`src/rtl/fifo_reader_pkg.sv`:
```
// -----------------------------------------------------------------------------
// fifo_reader_pkg
// Shared definitions for the fifo read/write masters:
//   - bit positions inside the fifo's 3-bit status word
//   - status value the synchronizer presets to (fifo empty)
//   - 2-bit FSM state encodings for fifo_reader
//   - helper that sizes the settle counter
// -----------------------------------------------------------------------------
package fifo_reader_pkg;

    // Bit positions inside fifo status[2:0]
    localparam int FIFO_ST_EMPTY = 0;
    localparam int FIFO_ST_HALF  = 1;
    localparam int FIFO_ST_FULL  = 2;

    // Status assumed while reset is active: fifo empty, nothing to pop
    localparam logic [2:0] FIFO_STATUS_RST = 3'b001;

    // fifo_reader FSM encodings
    localparam logic [1:0] ST_IDLE   = 2'b00;
    localparam logic [1:0] ST_POP_HI = 2'b01;
    localparam logic [1:0] ST_POP_LO = 2'b10;
    localparam logic [1:0] ST_SETTLE = 2'b11;

    // Width of a down-counter that must hold the value 'settle'; at least 1 bit
    function automatic int settle_width(input int settle);
        return (settle > 1) ? $clog2(settle + 1) : 1;
    endfunction

endpackage

```
`src/rtl/fifo_reader_sync_ff.sv`:
```
// -----------------------------------------------------------------------------
// sync_ff
// W-bit multi-flop synchronizer with asynchronous active-low preset/clear.
// DEPTH = 0 turns it into a straight wire for inputs already in the clk domain.
//
// Ports
//   clk    in   1   destination clock
//   rst_n  in   1   asynchronous active-low reset; all stages load RST_VAL
//   d      in   W   asynchronous input
//   q      out  W   synchronized output (DEPTH clk of latency)
// -----------------------------------------------------------------------------
module sync_ff #(
    parameter int             W       = 3,
    parameter int             DEPTH   = 2,
    parameter logic [W-1:0]   RST_VAL = '0
) (
    input  logic         clk,
    input  logic         rst_n,
    input  logic [W-1:0] d,
    output logic [W-1:0] q
);

    generate
        if (DEPTH == 0) begin : g_bypass
            assign q = d;

            // Clock and reset have no job in the pass-through build
            logic unused_clk_rst;
            assign unused_clk_rst = clk ^ rst_n;
        end else begin : g_chain
            logic [W-1:0] stage [DEPTH];

            // NOTE: every stage is reset, not just the last one, so no stale
            // pre-reset value can ripple out after rst_n releases.
            always_ff @(posedge clk or negedge rst_n) begin
                if (!rst_n) begin
                    for (int i = 0; i < DEPTH; i++) stage[i] <= RST_VAL;
                end else begin
                    stage[0] <= d;
                    for (int i = 1; i < DEPTH; i++) stage[i] <= stage[i-1];
                end
            end

            assign q = stage[DEPTH-1];
        end
    endgenerate

endmodule

```
`src/rtl/fifo_reader.sv`:
```
// -----------------------------------------------------------------------------
// fifo_reader
// Read-side master for the team fifo. Watches the fifo's (synchronized) empty
// flag, issues one clean read strobe per word on f_clk_o, and presents each
// popped word on a registered valid/ready stream.
//
// Parameters
//   n       word width, equal to the fifo's n
//   SYNC    status synchronizer depth (0 = status already in clk domain)
//   SETTLE  idle cycles after each pop before status is trusted; SETTLE >= SYNC
//
// Ports
//   clk       in   1   system clock, posedge
//   rst_n     in   1   asynchronous active-low reset
//   f_data    in   n   fifo head word
//   f_status  in   3   fifo status {full, half, empty}
//   f_clk_o   out  1   fifo read strobe; rising edge pops the head word
//   q         out  n   output word
//   q_valid   out  1   q holds an unconsumed word
//   q_ready   in   1   consumer accepts q when q_valid && q_ready at posedge
//   busy      out  1   FSM is outside IDLE
// -----------------------------------------------------------------------------
module fifo_reader
    import fifo_reader_pkg::*;
#(
    parameter int n      = 4,
    parameter int SYNC   = 2,
    parameter int SETTLE = 2
) (
    input  logic         clk,
    input  logic         rst_n,
    input  logic [n-1:0] f_data,
    input  logic [2:0]   f_status,
    output logic         f_clk_o,
    output logic [n-1:0] q,
    output logic         q_valid,
    input  logic         q_ready,
    output logic         busy
);

    localparam int            CW          = settle_width(SETTLE);
    localparam logic [CW-1:0] SETTLE_LOAD = CW'(SETTLE);
    localparam logic [CW-1:0] CNT_ONE     = CW'(1);

    logic [2:0]    status_s;
    logic          empty_s;
    logic [1:0]    state;
    logic [CW-1:0] settle_cnt;
    logic          load;

    sync_ff #(
        .W       (3),
        .DEPTH   (SYNC),
        .RST_VAL (FIFO_STATUS_RST)
    ) u_status_sync (
        .clk   (clk),
        .rst_n (rst_n),
        .d     (f_status),
        .q     (status_s)
    );

    assign empty_s = status_s[FIFO_ST_EMPTY];

    // Only the empty flag steers the reader; half/full are informational
    logic unused_status;
    assign unused_status = status_s[FIFO_ST_HALF] ^ status_s[FIFO_ST_FULL];

    // Pop when there is a word and the output slot is free or being freed
    // this very cycle; this is what lets accept and load overlap.
    assign load = (state == ST_IDLE) && !empty_s && (!q_valid || q_ready);

    assign busy = (state != ST_IDLE);

    // Strobe and sequencing. f_clk_o is a plain flop output, so it cannot glitch.
    // NOTE: state is updated with non-blocking assignments so every flop samples
    // the pre-edge values, matching the hardware it describes.
    always_ff @(posedge clk or negedge rst_n) begin
        if (!rst_n) begin
            state      <= ST_IDLE;
            settle_cnt <= '0;
            f_clk_o    <= 1'b0;
        end else begin
            case (state)
                ST_IDLE: begin
                    if (load) begin
                        f_clk_o <= 1'b1;
                        state   <= ST_POP_HI;
                    end
                end
                ST_POP_HI: begin
                    f_clk_o <= 1'b0;
                    state   <= ST_POP_LO;
                end
                ST_POP_LO: begin
                    if (SETTLE == 0) begin
                        state <= ST_IDLE;
                    end else begin
                        settle_cnt <= SETTLE_LOAD;
                        state      <= ST_SETTLE;
                    end
                end
                ST_SETTLE: begin
                    // Holds off re-evaluation until the synchronized empty flag
                    // reflects the pop just issued.
                    settle_cnt <= settle_cnt - CNT_ONE;
                    if (settle_cnt == CNT_ONE) state <= ST_IDLE;
                end
                default: state <= ST_IDLE;
            endcase
        end
    end

    // Output register. The word is captured on the same edge the strobe rises,
    // so it is the head before the fifo pops.
    always_ff @(posedge clk or negedge rst_n) begin
        if (!rst_n) begin
            q       <= '0;
            q_valid <= 1'b0;
        end else if (load) begin
            q       <= f_data;
            q_valid <= 1'b1;
        end else if (q_ready) begin
            q_valid <= 1'b0;
        end
    end

endmodule

```
`config.mk`:
```
export PLATFORM = sky130hd
export DESIGN_NAME = fifo_reader
export DESIGN_NICKNAME = d
export VERILOG_FILES = /design/src/rtl/fifo_reader_pkg.sv /design/src/rtl/fifo_reader_sync_ff.sv /design/src/rtl/fifo_reader.sv
export SDC_FILE = /design/constraint.sdc
export NUM_CORES = 1
export LEC_CHECK = 0
export BUFFER_PORTS_ARGS = -buffer_cell sky130_fd_sc_hd__buf_2
export CORE_MARGIN = 4
export CORE_UTILIZATION = 40
export CTS_BUF_LIST = sky130_fd_sc_hd__clkbuf_8 sky130_fd_sc_hd__clkbuf_16
export DETAILED_ROUTE_END_ITERATION = 7
export GPL_TIMING_DRIVEN = 0
export SLEW_MARGIN = 20
export SYNTH_ARGS = -nofsm -noshare
export SYNTH_HDL_FRONTEND = slang
export SYNTH_SLANG_ARGS = --single-unit
```
`constraint.sdc`:
```
create_clock -name clk -period 1.85 [get_ports clk]
set_input_delay 0.185 -clock clk [delete_from_list [all_inputs] [get_ports clk]]
set_output_delay 0.185 -clock clk [all_outputs]
set_load 0.005 [all_outputs]
```
# Word-level counts from Yosys, hierarchy flattened

Index checks and enable logic that the tools add are counted.

Register bits after elaboration: 12
Input bits: 10
Output and inout port bits: 7
Logic and storage cells: 34

$add $sub $neg: 1
Equal/unequal tests: 6
Muxes and demuxes: 8
Reduce and logical (&&, ||, !) cells: 12

Operator list:

| operator                                                               | count |
|---|---|
| 2-bit one-hot mux with 4 select lines                                  | 1 |
| 2-bit nonzero test                                                     | 4 |
| 2-bit by 1-bit equality test with 1-bit output (second input constant) | 2 |
| 2-bit equality test (second input constant)                            | 2 |
| 2-bit 2-to-1 mux                                                       | 2 |
| 2-bit inequality test (second input constant)                          | 2 |
| 2-bit one-hot mux with 2 select lines                                  | 1 |
| 2-bit AND reduction                                                    | 2 |
| 1-bit 2-to-1 mux                                                       | 3 |
| 1-bit logical AND                                                      | 2 |
| 1-bit zero test                                                        | 2 |
| 2-bit zero test                                                        | 1 |
| 1-bit one-hot mux with 2 select lines                                  | 1 |
| 2-bit by 1-bit subtractor with 2-bit output (second input constant)    | 1 |
| 1-bit logical OR                                                       | 1 |

# Longest topological paths before layout

Gate-level depths: netlist of run 1.

Depth in word-level cells: 5
Depth in mapped cells: 5
Depth with buffers taken out: 5

# By module

Synthesis of run 1 repeated with hierarchy kept, for this count alone.

Cells, all modules: 51
Area, all modules: 704.4 um^2

Modules (own cells, without submodules):

| module      | times used | cells each | area an instance (um^2) | seq. area each (um^2) |
|---|---|---|---|---|
| fifo_reader | 1          | 42         | 529.3                   | 250.2 |
| sync_ff     | 1          | 9          | 175.2                   | 152.6 |

# Worst setup path after synthesis of run 1

Ideal clock, no wire load.

Path kind: register to register
Start: register state[0]
End: register q[0]
Setup time: 125 ps
Data arrival time: 1268 ps
Data required time: 1725 ps
Setup slack: 457 ps
Stages on the path, launching flop included: 6
Buffers on the path: 0
Period minus slack after synthesis: 1393 ps
Cells stage by stage: dfrtp_1 inv_1 ha_1 nand2b_2 nor2_8 mux2_4

Cells in the longest elaborated chain, start to end: 3

Ends and longest elaborated chain:

| element                        | line               | RTL |
|---|---|---|
| start, declared                | fifo_reader.sv:47  | `logic [1:0] state;` |
| start signal, assigned         | fifo_reader.sv:79  | `state <= ST_IDLE;` |
| start signal, assigned         | fifo_reader.sv:87  | `state <= ST_POP_HI;` |
| start signal, assigned         | fifo_reader.sv:92  | `state <= ST_POP_LO;` |
| 2-bit zero test                | fifo_reader.sv:70  | `assign load = (state == ST_IDLE) && !empty_s && (!q_valid \|\| q_ready);` |
| 1-bit logical AND (2 in a row) | fifo_reader.sv:70  |  |
| end signal, assigned           | fifo_reader.sv:120 | `q <= f_data;` |
| end, declared                  | fifo_reader.sv:35  | `output logic [n-1:0] q,` |

Every way passes these cells.
A chain may end at the register's enable or synchronous reset.

# Worst setup path in the final report of run 1

Same ends and word-level chain as after synthesis.

==> results of run 1 <==
## cells in the final DEF, fill, tap and decap left out, types with 2 or more instances in the layout
master,Yosys,routed
buf_2,0,14
clkbuf_8,0,3
dfrtp_1,10,10
dfstp_2,2,2
ha_1,6,6
inv_1,4,5
mux2_4,4,4
nand2_1,3,3
nor2_1,2,2
## Yosys cell counts, drive strengths merged
master and n:
a2bb2oi 1, and2b 1, dfrtp 10, dfstp 2
ha 6, inv 5, mux2 5, mux2i 1
nand2 3, nand2b 2, nor2 3, o211ai 1
o21ai 2, o21ba 1, o221ai 1
## what timing repair did
action	4_1_cts	5_1_grt
hold buffers	1	0
buffers inserted	0	0
gates resized for setup	0	0
endpoints found under the hold margin	10	0
## sequential cells by signal, summed over array words and instances (netlist names)
signal	count
f_clk_o	1
q	4
q_valid	1
settle_cnt	2
state	2
u_status_sync.g_chain.stage	1
u_status_sync.q	1
## routing by layer
layer / part of all wire [%] / GRT usage, % / vias up
li1: - / - / 186
met1: 48 / 13.8 / 160
met2: 45 / 15.4 / 8
met3: 4.4 / 3.52 / 2
met4: 2.2 / 8.52 / 0
met5: 0 / 0 / -
## logic make-up after synthesis
group / Yosys count / synth area share (%)
DFF: 12 / 51.1
and+or+nand+nor: 9 / 10.8
AOI/OAI and AO/OA: 6 / 8.65
muxes: 6 / 13.7
adders and majority gates: 6 / 12.7
buffers and inverters: 5 / 3.16
## worst min path at each step
| stage | start | slack, ns | to | depth (start not counted) |
|---|---|---|---|---|
| after floorplan | rst_n | -0.11 | f_clk_o | 0 |
| after detailed placement | rst_n | 0.08 | settle_cnt[1] | 1 |
| after global routing | f_status[0] | 0.04 | u_status_sync.g_chain.stage[3] | 1 |
| after CTS | f_status[0] | 0.04 | u_status_sync.g_chain.stage[3] | 1 |
| final | f_status[0] | 0.05 | u_status_sync.g_chain.stage[3] | 1 |
| after global placement | rst_n | 0.07 | settle_cnt[1] | 1 |
## stage by stage
stage,cell area (sq um),utilization [%]
3_3_place_gp,682,50.5
2_1_floorplan,593,-
3_5_place_dp,682,50.5
5_1_grt,737,54.6
6_report,737,54.6
4_1_cts,737,54.6
## power by group
part | switching [W] | internal [W] | total (W)
registers | 0.0000676 | 0.000379 | 0.000447
clock network | 0.0000924 | 0.000146 | 0.000238
logic | 0.000243 | 0.000286 | 0.000529
## worst register-to-register path: stages, from the launching register on
cell,delay [ns]
dfrtp_1,0.40
inv_1,0.12
ha_1,0.25
nand2b_2,0.13
nor2_8,0.14
mux2_4,0.32
## layout make-up
type | instances | share of cell area (%)
clock buffer | 3 | 5.60
clock inverter | 1 | 0.509
inverter | 5 | 2.55
multi-input combinational | 27 | 36.8
sequential | 12 | 41.1
tap | 15 | 2.55
timing repair buffer | 15 | 10.9
==> flow_summary.ini, run 1 <==
[die]
die_h_microns = 46.5
coreArea_sq_mm = 0.00135
io_pins = 17
die_area_sq_mm = 0.00216
start_util_pct = 43.9
dieWidth_microns = 46.5
fp-row-count = 13

[placed_design]
finalWeightedCongestion = 0.729
dp.cells = 73
portBuffers = 14
dpl.hpwl_microns = 755
dpl_worst_slack_ns = 0.365

[routing]
via_count = 356
drc = 0
wire_per_inst_microns = 12.0
first_pass_iters = 2
via_per_inst = 4.56
wl_microns = 939
final_antenna_net_count = 0
drt_iter0_drc = 5

[pwr]
vdd_drop_max_uv = 796
p_total_w = 0.00121
power.density_mw_per_mm2 = 1650
p_leak_nw = 0.379

[critical_path]
criticalPathCategory = reg2reg
ff2ff_path_depth = 5
critical_path.slowest_cell = dfrtp_1
rrSetupSlack_ns = 0.37
rr_endpoint = q[0]
cp.depth = 5
crit_fanout = 4
endpoint = q[0]
rr_startpoint = state[0]
worst-path-buf-inv = 1
crit_chain = inv_1, ha_1, nand2b_2, nor2_8, mux2_4
cp_data_required_time_ns = 1.97
cp_slowest_stage_delay_ns = 0.40
crit_arrival_ns = 1.60
path_delay_family = flip-flops
cp-end-kind = register
cp-start-kind = register
cp-startpoint = state[0]

[logic_synthesis]
ys.warnings.count = 0
synth-seq-cells = 12
netlist_area_sq_um = 593
yosys-top-cells-area = dfrtp_1, ha_1, mux2_4
syn-num-nets = 60
synth_top_area_share_pct = 42.2
synth.largest_area_cell = dfrtp_1
avgSynthCellArea_sq_um = 13.5
syn_inst = 44
yosysSeqAreaShare_pct = 51.1
synthDistinctLibCells = 20

[global_route]
grt_first_pass_wirelength_microns = 1550
first_global_vias = 373
grt_usage_pct = 11.0
antenna_found_initial = 0
grt_overflow = 0
grt_max_degree = 13

[clock_tree]
cts-root-buf = clkbuf_8
cts_tree = yes
cts_max_path_buffers = 2
clkSinkCount = 12
path_clk_slew_ns = 0.05
clock_latency_ns = 0.24
cts_buffers = 3
htree_levels = 1

[timing]
fin_crit_sh_pct = 80.0
timing.final.max_slew_violations = 0
fin_ws_ns = 0.370
worst_pin_slew_ns = 0.273
max_slew_margin_pct = 81.8
setup_viol = 0
fin_skew_ns = 0.00589
hold_violations = 0
tns_ns = 0
fmax_ghz = 0.676
hold-worst-slack_ns = 0.0461
rsz0062_at_grt = no
period_needed_ns = 1.48

[flow_run]
max_cap_violations = 0

[final_layout]
area_growth_pct = 24.3
fillers = 118
drive_gt1_share_pct = 44.4
diodes = 0
multi_input_area_sq_um = 272
register_area_sq_um = 303
nNetsFinal = 80
finalNonFillerCells = 78

[min_path]
hold_class = in2reg

[status]
status = finished, final reports clean
Note: power is estimated with default switching activity, not from simulation.
==> inputs of run 2 (changes only) <==
Settings changed: PLACE_DENSITY from default to 0.67.
Clock period 1.85 ns to 1.3 ns, I/O delays scaled along.
==> run 2 against run 1 <==
Compared with the run above: the flow now finishes with violations (negative setup slack); flip-flop and latch count unchanged; maximum frequency up 11%; total power up 82%; sequential power up 45%; worst hold slack better by 0.070 ns; clock-buffer cell count up 1; register-to-register slack worse by 0.41 ns; design area up 17%; global-route usage up 2.6 points; critical endpoint is now state[1].
==> flow_summary.ini, run 2 (same netlist as run 1, synthesis figures left out) <==
[routing]
drt_iter0_drc = 1
wire_per_inst_microns = 13.1
drc = 0
via_count = 402
final_antenna_net_count = 0
first_pass_iters = 3
wl_microns = 1130
via_per_inst = 4.67

[timing]
tns_ns = -0.0602
hold_violations = 0
fin_skew_ns = 0.00110
timing.final.max_slew_violations = 0
setup_viol = 4
rsz0062_at_grt = yes
fin_crit_sh_pct = 103
max_slew_margin_pct = 82.1
fmax_ghz = 0.748
fin_ws_ns = -0.0369
period_needed_ns = 1.34
worst_pin_slew_ns = 0.269

[die]
start_util_pct = 43.9
coreArea_sq_mm = 0.00135
die_area_sq_mm = 0.00216
dieWidth_microns = 46.5
fp-row-count = 13
io_pins = 17
die_h_microns = 46.5

[clock_tree]
clkSinkCount = 12
htree_levels = 1
path_clk_slew_ns = 0.05
cts-root-buf = clkbuf_8
cts_buffers = 3
cts_max_path_buffers = 2
cts_tree = yes
clock_latency_ns = 0.24

[critical_path]
cp_data_required_time_ns = 1.43
criticalPathCategory = reg2reg
cp-start-kind = register
crit_fanout = 4
cp-end-kind = register
rrSetupSlack_ns = -0.04
crit_arrival_ns = 1.46

[global_route]
antenna_found_initial = 0
grt_max_degree = 13
grt_overflow = 0
grt_usage_pct = 13.6
first_global_vias = 413
grt_first_pass_wirelength_microns = 1800

[pwr]
vdd_drop_max_uv = 1170
p_leak_nw = 0.429
power.density_mw_per_mm2 = 2550

[final_layout]
largest_reg_flops = 4
drive_gt1_share_pct = 63.4
layout_common_cells = buf_2, dfrtp_1, mux2_4, buf_4
fillers = 100
reg_top3 = q: 4 flops, settle_cnt: 2 flops, state: 2 flops
diodes = 0
area_growth_pct = 46.0
top_register = q
final_common_cell = buf_2
design_area_sq_um = 866
nNetsFinal = 88

[placed_design]
placed_cell_area_sq_um = 694
portBuffers = 14
dpl.hpwl_microns = 748
finalWeightedCongestion = 0.674

[flow_run]
max_cap_violations = 0

[status]
violations = negative setup slack
status = finished, violations left

[min_path]
hold_class = in2reg
==> run 2: layout make-up <==
| cell class | count | area [sq um] | share of cell area [%] |
|---|---|---|---|
| Sequential cell | 12 | 303 | 35.0 |
| Inverter | 5 | 18.8 | 2.17 |
| Timing Repair Buffer | 23 | 150 | 17.3 |
| Tap cell | 15 | 18.8 | 2.17 |
| Multi-Input combinational cell | 27 | 320 | 37.0 |
| Clock buffer | 4 | 55.1 | 6.36 |
==> run 2: power breakdown <==
| part | switching (W) | total (W) | internal (W) |
|---|---|---|---|
| combinational | 0.000471 | 0.00116 | 0.000694 |
| sequential | 0.000106 | 0.000647 | 0.000540 |
| clock | 0.000133 | 0.000400 | 0.000267 |
==> run 2: repair_timing <==
action,CTS,global route
setup buffers,6,1
cloned,0,0
resized for setup,5,5
pin swaps,4,2
hold buffers,2,0
setup endpoints to repair,5,7
hold endpoints to repair,11,0
==> run 2: per-layer routing <==
| metal | vias up | GRT usage (%) | part of all wire, % |
|---|---|---|---|
| li1 | 200 | - | - |
| met1 | 186 | 12.4 | 38 |
| met2 | 10 | 20.9 | 50 |
| met3 | 6 | 5.86 | 6.7 |
| met4 | 0 | 15.3 | 4.9 |
| met5 | - | 0 | 0 |
==> run 2: metrics by stage <==
step | hold WS (ns) | setup WS [ns] | total power, W | cells | utilization (%)
after floorplan | -0.166 | 0.00475 | 0.00123 | 44 | -
after global placement | 0.0216 | -0.0583 | 0.00143 | 73 | 51.4
after detailed placement | 0.0221 | -0.0593 | 0.00146 | 73 | 51.4
after CTS | 0.113 | -0.0170 | 0.00211 | 85 | 62.0
after global routing | 0.121 | -0.0830 | 0.00236 | 86 | 64.1
final | 0.116 | -0.0369 | 0.00221 | 86 | 64.1
==> run 2: path summary, 6_finish.rpt <==
path | start | endpoint | cells past startpoint
min in group asynchronous | rst_n | settle_cnt[0] | 2
worst max register to register | state[1] | state[1] | 5
worst min register to register | u_status_sync.g_chain.stage[3] | u_status_sync.q[0] | 0
worst min-delay path | f_data[3] | q[3] | 2
worst max-delay path | state[1] | state[1] | 5
max in group asynchronous | rst_n | u_status_sync.q[0] | 2
==> run 2: worst max-delay path, stage by stage (launching register included) <==
cell      delay [ns]
dfrtp_1         0.42
inv_2           0.09
ha_4            0.16
inv_2           0.05
o221ai_4        0.18
mux2_4          0.32
